===== src/rtl/async_fifo_rtl_pkg.sv =====
// Shared types and pointer-code helpers for the async FIFO read and write controllers.
package async_fifo_rtl_pkg;

    localparam int unsigned DefaultAddrWidth = 4;

    typedef logic [DefaultAddrWidth:0] ptr_t;

    // Helpers work on a 32-bit container; callers zero-extend and truncate to their pointer width.
    function automatic logic [31:0] bin2gray(input logic [31:0] bin);
        return bin ^ (bin >> 1);
    endfunction

    function automatic logic [31:0] gray2bin(input logic [31:0] gray);
        logic [31:0] bin;
        bin = gray;
        for (int i = 1; i < 32; i++) begin
            bin = bin ^ (gray >> i);
        end
        return bin;
    endfunction

endpackage


===== src/rtl/sync_2ff.sv =====
// Two-flop synchronizer for a Gray-coded pointer crossing into the local clock domain.
module sync_2ff #(
    parameter int unsigned Width = 1
) (
    input  logic             clk_i,
    input  logic             rst_ni,
    input  logic [Width-1:0] d_i,
    output logic [Width-1:0] q_o
);

    logic [Width-1:0] q1_q, q2_q;

    // Plain flop-to-flop path: no logic may sit between the stages.
    always_ff @(posedge clk_i or negedge rst_ni) begin
        if (!rst_ni) begin
            q1_q <= '0;
            q2_q <= '0;
        end else begin
            q1_q <= d_i;
            q2_q <= q1_q;
        end
    end

    assign q_o = q2_q;

endmodule


===== src/rtl/async_fifo_rd_ctrl.sv =====
// Read-domain controller of the async FIFO: read pointers, synchronized write pointer,
// and registered empty / almost_empty / count / underflow flags.
module async_fifo_rd_ctrl
    import async_fifo_rtl_pkg::*;
#(
    parameter int unsigned ADDR_WIDTH      = DefaultAddrWidth,
    parameter int unsigned ALMOST_EMPTY_TH = 2
) (
    input  logic                  rclk,
    input  logic                  rrst_n,
    input  logic                  r_en,
    input  logic [ADDR_WIDTH:0]   wptr_gray,
    output logic [ADDR_WIDTH-1:0] raddr,
    output logic [ADDR_WIDTH:0]   rptr_gray,
    output logic                  empty,
    output logic                  almost_empty,
    output logic [ADDR_WIDTH:0]   rd_count,
    output logic                  underflow
);

    localparam int unsigned PtrW = ADDR_WIDTH + 1;

    logic [PtrW-1:0] rbin_q, rbin_d;
    logic [PtrW-1:0] rgray_q, rgray_d;
    logic [PtrW-1:0] count_q, count_d;
    logic [PtrW-1:0] wq2, wbin_s;
    logic            empty_q, empty_d;
    logic            almost_empty_q, almost_empty_d;
    logic            underflow_q, underflow_d;
    logic            rd_ok;

    sync_2ff #(
        .Width(PtrW)
    ) u_wptr_sync (
        .clk_i (rclk),
        .rst_ni(rrst_n),
        .d_i   (wptr_gray),
        .q_o   (wq2)
    );

    always_comb begin
        rd_ok          = r_en & ~empty_q;
        rbin_d         = rbin_q + PtrW'(rd_ok);
        rgray_d        = PtrW'(bin2gray(32'(rbin_d)));
        wbin_s         = PtrW'(gray2bin(32'(wq2)));
        // Modular subtraction absorbs pointer wrap; range is 0..2^ADDR_WIDTH.
        count_d        = wbin_s - rbin_d;
        // Compare against the post-read pointer so the last read raises empty on its own edge.
        empty_d        = (rgray_d == wq2);
        almost_empty_d = (count_d <= PtrW'(ALMOST_EMPTY_TH));
        underflow_d    = r_en & empty_q;
    end

    always_ff @(posedge rclk or negedge rrst_n) begin
        if (!rrst_n) begin
            rbin_q         <= '0;
            rgray_q        <= '0;
            count_q        <= '0;
            empty_q        <= 1'b1;
            almost_empty_q <= 1'b1;
            underflow_q    <= 1'b0;
        end else begin
            rbin_q         <= rbin_d;
            rgray_q        <= rgray_d;
            count_q        <= count_d;
            empty_q        <= empty_d;
            almost_empty_q <= almost_empty_d;
            underflow_q    <= underflow_d;
        end
    end

    assign raddr        = rbin_q[ADDR_WIDTH-1:0];
    assign rptr_gray    = rgray_q;
    assign empty        = empty_q;
    assign almost_empty = almost_empty_q;
    assign rd_count     = count_q;
    assign underflow    = underflow_q;

endmodule


===== config.mk =====
export PLATFORM = sky130hd
export DESIGN_NAME = async_fifo_rd_ctrl
export DESIGN_NICKNAME = d
export VERILOG_FILES = /design/src/rtl/async_fifo_rtl_pkg.sv /design/src/rtl/sync_2ff.sv /design/src/rtl/async_fifo_rd_ctrl.sv
export SDC_FILE = /design/constraint.sdc
export NUM_CORES = 1
export LEC_CHECK = 0
export ABC_AREA = 1
export CAP_MARGIN = 10
export CORE_UTILIZATION = 45
export CTS_BUF_LIST = sky130_fd_sc_hd__clkbuf_4
export DETAILED_ROUTE_END_ITERATION = 8
export PLACE_DENSITY = 0.7
export SETUP_SLACK_MARGIN = 0.02
export SYNTH_ARGS = -nofsm -noshare
export SYNTH_HDL_FRONTEND = slang
export SYNTH_SLANG_ARGS = --single-unit

===== constraint.sdc =====
create_clock -name rclk -period 4.55 [get_ports rclk]
set_input_delay 0.91 -clock rclk [delete_from_list [all_inputs] [get_ports rclk]]
set_output_delay 0.91 -clock rclk [all_outputs]
set_load 0.01 [all_outputs]

Yosys cells after proc, flatten, opt, wreduce, memory -nomap -nowiden. Cells that the tools add are included.

Bits in registers: 28. Input bits: 8. Output and inout bits: 17. Logic and storage cells: 20.

Add/subtract/negate cells: 2. $lt $le $gt $ge: 1. Equal/unequal tests: 1. Bitwise logic cells: 8.

Operators by type and width (count): 5-bit by 4-bit XOR with 5-bit output (2); 5-bit by 1-bit adder with 5-bit output (1); 5-bit equality test (1); 5-bit by 2-bit <= comparator with 1-bit output (second input constant) (1); 5-bit subtractor (1); 5-bit by 1-bit XOR with 5-bit output (1); 5-bit by 2-bit XOR with 5-bit output (1); 5-bit by 3-bit XOR with 5-bit output (1); 1-bit bitwise AND (2); 1-bit NOT (1).

Depth between registers and ports, before layout.
Depth in word-level cells: 6. Mapped depth: 17. Mapped depth without buffers: 17.

Cells and area by module. Synthesis repeated with hierarchy kept, for this count alone.

Cells, all modules: 145. Area total of the unflattened synthesis: 1342.5 µm².

By module, submodules not included: async_fifo_rd_ctrl (instances 1, cells an instance 135, area each 1092.3 µm², seq. area each 427.9 µm²); sync_2ff (instances 1, cells an instance 10, area each 250.2 µm², seq. area each 250.2 µm²).

Least setup slack after synthesis. No wires, ideal clock.

Path type: input port to flip-flop. Start: input port r_en. End: register almost_empty_q (netlist: almost_empty). Library setup time: 64 ps. Arrival time: 2368 ps. Data required time: 4486 ps. Path slack: 2118 ps. Stages on the path: 13. Buffers on the path: 0. Path through: inv_1 > nor2_1 > ha_1 > nand2_4 > nand2_2 > nand2_4 > ha_1 > a21oi_1 > nand2_1 > xor2_1 > nor2_1 > nand3_1 > nor2_2.

Longest elaborated chain between the ends: 4.

RTL lines: start, declared (line async_fifo_rd_ctrl.sv:11) `input logic r_en,`; 1-bit bitwise AND (line async_fifo_rd_ctrl.sv:42) `rd_ok = r_en & ~empty_q;`; 5-bit by 1-bit adder with 5-bit output (line async_fifo_rd_ctrl.sv:43) `rbin_d = rbin_q + PtrW'(rd_ok);`; 5-bit subtractor (line async_fifo_rd_ctrl.sv:47) `count_d = wbin_s - rbin_d;`; named net count_d[3] (line async_fifo_rd_ctrl.sv:25) `logic [PtrW-1:0] count_q, count_d;`; 5-bit by 2-bit <= comparator with 1-bit output (line async_fifo_rd_ctrl.sv:50) `almost_empty_d = (count_d <= PtrW'(ALMOST_EMPTY_TH));`; named net almost_empty_d (line async_fifo_rd_ctrl.sv:28) `logic almost_empty_q, almost_empty_d;`; end signal, assigned (line async_fifo_rd_ctrl.sv:67) `almost_empty_q <= almost_empty_d;`; end, declared (line async_fifo_rd_ctrl.sv:28).

The timed path passes the listed nets, and every way through them passes these cells.

Worst setup path after layout. Ends and elaborated chain as after synthesis.

==> out/results.ini <==
[timing]
fmax_mhz=362.0
rsz0062_at_grt=no
fin_crit_sh_pct=60.71
fin_setup_tns_ns=0
holdWs_ns=0.3644
setup_viol=0
drv_slew=0
hold_violations=0
min_period_ns=2.762
worst_pin_slew_ns=0.7020
finClkSkew_ns=0.003145
slew_headroom_pct=53.05

[global_routing]
first_global_vias=939
grt_max_degree=18
grt_overflow=0
grt_pass1_wl_mm=3.726
grt_usage_pct=14.88
grt_antenna_before_repair=0

[cts]
cts_resized=0
path_clk_slew_ns=0.13
cts_tree=built
h-tree-depth=1
cts_root_buf=clkbuf_4
clk_path_buf_depth=2
worstSkewPairLatency_ns=0.31
cts_hold_buffers=0
cts_made_buffers=3
cts_setup_buffers=0
cts_sinks=27

[worst_setup_path]
criticalPathCategory=input pin to flop
cp.arrival_ns=3.02
cp_data_required_time_ns=4.81
crit_path_start_kind=input pin
crit_fanout=6
r2r_cells=17
timing.critical_path.from=r_en
reg2reg_from=u_wptr_sync.q_o[3]
cp-end-kind=flop

[die]
die_h_um=56.62
pin_count=25
initial_core_util_pct=48.27
core_mm2=0.002781
die_w_um=56.62
die_area_mm2=0.003206
rows=19

[power]
peakVddDrop_mv=0.3941
power_leakage_uw=0.0008486
power.density_mw_per_mm2=666.7

[synthesis]
synth_top_area_share_pct=46.60
synthCells=145
synth_warnings=0
synth_nets=160
synth.area.top_cells=dfrtp_1, nand2_1, nand2_2, ha_1, inv_1
yosysTopAreaCell=dfrtp_1
avgSynthCellArea_um2=9.259
synthesis.area_mm2=0.001343
ys_ff_latch=27
ys_types=21
yosysSeqAreaShare_pct=50.51

[detailed_routing]
drc_errors=0
avgViaCountPerCell=4.838
wl_per_cell_um=10.53
drt_iter0_drc=20
postRouteAntennaNets=0
wl_mm=2.149
vias=987
drt_pass1_iterations=4

[status]
status=completed

[min_path]
min_from=u_wptr_sync.q1_q[0]
hp-class=flop to flop
hold-path-cell-count=0

[place]
io_buffers=24
dpl.hpwl_mm=1.710
gp_routability_congestion=0.7591

[final_layout]
multi_input_area_um2=575.6
nFillCells=235
nNetsFinal=189
num_antenna_cells=0
seq_area_um2=678.2
area_growth_pct=22.74
drive_gt1_share_pct=20.23

[job]
drv_cap=0

==> critical path, cell delays in order <==
cell	delay [ns]
clkdlybuf4s50_1	0.47
inv_1	0.04
nor2_1	0.13
ha_1	0.30
nand3_1	0.13
nand2_1	0.11
nand2_1	0.11
ha_1	0.34
xor2_1	0.19
nor2_1	0.09
nand3_1	0.09
nor2_2	0.11
==> flip-flops by register name, summed over array words and instances (netlist names) <==
| name | flops |
|---|---|
| rbin_q | 5 |
| rd_count | 5 |
| u_wptr_sync.q1_q | 5 |
| u_wptr_sync.q_o | 5 |
| rptr_gray | 4 |
| almost_empty | 1 |
| empty | 1 |
| underflow | 1 |
==> through the flow <==
step           std cells  cell area (um^2)  utilization (%)  setup slack, ns  power (uW)
4_1_cts              204              1648            59.24            1.791        1111
5_1_grt              204              1648            59.24            1.588        1194
2_1_floorplan        145              1343                -            2.118       787.0
6_report             204              1648            59.24            1.788        1099
3_5_place_dp         200              1618            58.16            1.473       998.1
3_3_place_gp         200              1618            58.16            1.490       985.8
==> routing by layer <==
metal	vias to the layer above	share of wire [%]	GRT usage (%)
met5	-	0	0
met4	0	1.3	5.575
met3	4	4.3	2.304
met2	21	48	25.04
met1	463	46	19.33
li1	499	-	-
==> kinds of logic after synthesis <==
group,after synthesis,synth area share [%]
AOI/OAI and AO/OA,2,0.7456
xor gates and xnor gates,4,3.169
adders and majority gates,7,7.083
buffers and inverters,21,6.617
DFF,27,50.51
and+or+nand+nor,84,31.87
==> placed cells by master (no fill, tap or decap) <==
cell type and instances:
buf_4 1, inv_4 1, xor2_2 1, dfrtp_1 25, fa_1 1, nor2_2 1
nand3_1 10, clkbuf_4 4, nand2_4 3, clkdlybuf4s50_1 24, nand2_1 42, a21oi_1 2
nand3_2 3, nand3b_1 1, inv_1 17, nand4_1 2, nor2_4 1, nor2_1 5
inv_2 2, nand2_2 16, ha_1 6, xor2_1 3, dfstp_2 2
==> synth_stat cells <==
library cell,n
nand2_1,42
dfrtp_1,25
inv_1,17
nand2_2,16
nand3_1,10
ha_1,6
nor2_1,5
nand2_4,3
nand3_2,3
xor2_1,3
a21oi_1,2
dfstp_2,2
inv_2,2
nand4_1,2
buf_6,1
fa_1,1
inv_4,1
nand3b_1,1
nor2_2,1
nor2_4,1
xor2_2,1
==> power breakdown <==
group          internal, uW  switching [uW]  leakage (uW)  total [uW]
clock network          40.2            63.3     0.0000184         103
registers               319            52.2      0.000318         371
logic                   277             347      0.000512         624
==> path summary, 6_finish.rpt <==
kind / slack (ns) / endpoint
min in group asynchronous: 1.00 / rd_count[2]
max in group asynchronous: 2.86 / empty
max reg2reg: 2.14 / almost_empty
min: 0.36 / u_wptr_sync.q_o[0]
max: 1.79 / almost_empty
min reg2reg: 0.36 / u_wptr_sync.q_o[0]
==> cell type report <==
cell class,instances,area share (%)
Sequential cell,27,41.15
Inverter,20,4.708
Multi-Input combinational cell,97,34.93
Tap cell,31,2.354
Clock buffer,4,1.822
Timing Repair Buffer,25,15.03
(Power assumes the default switching activity.)
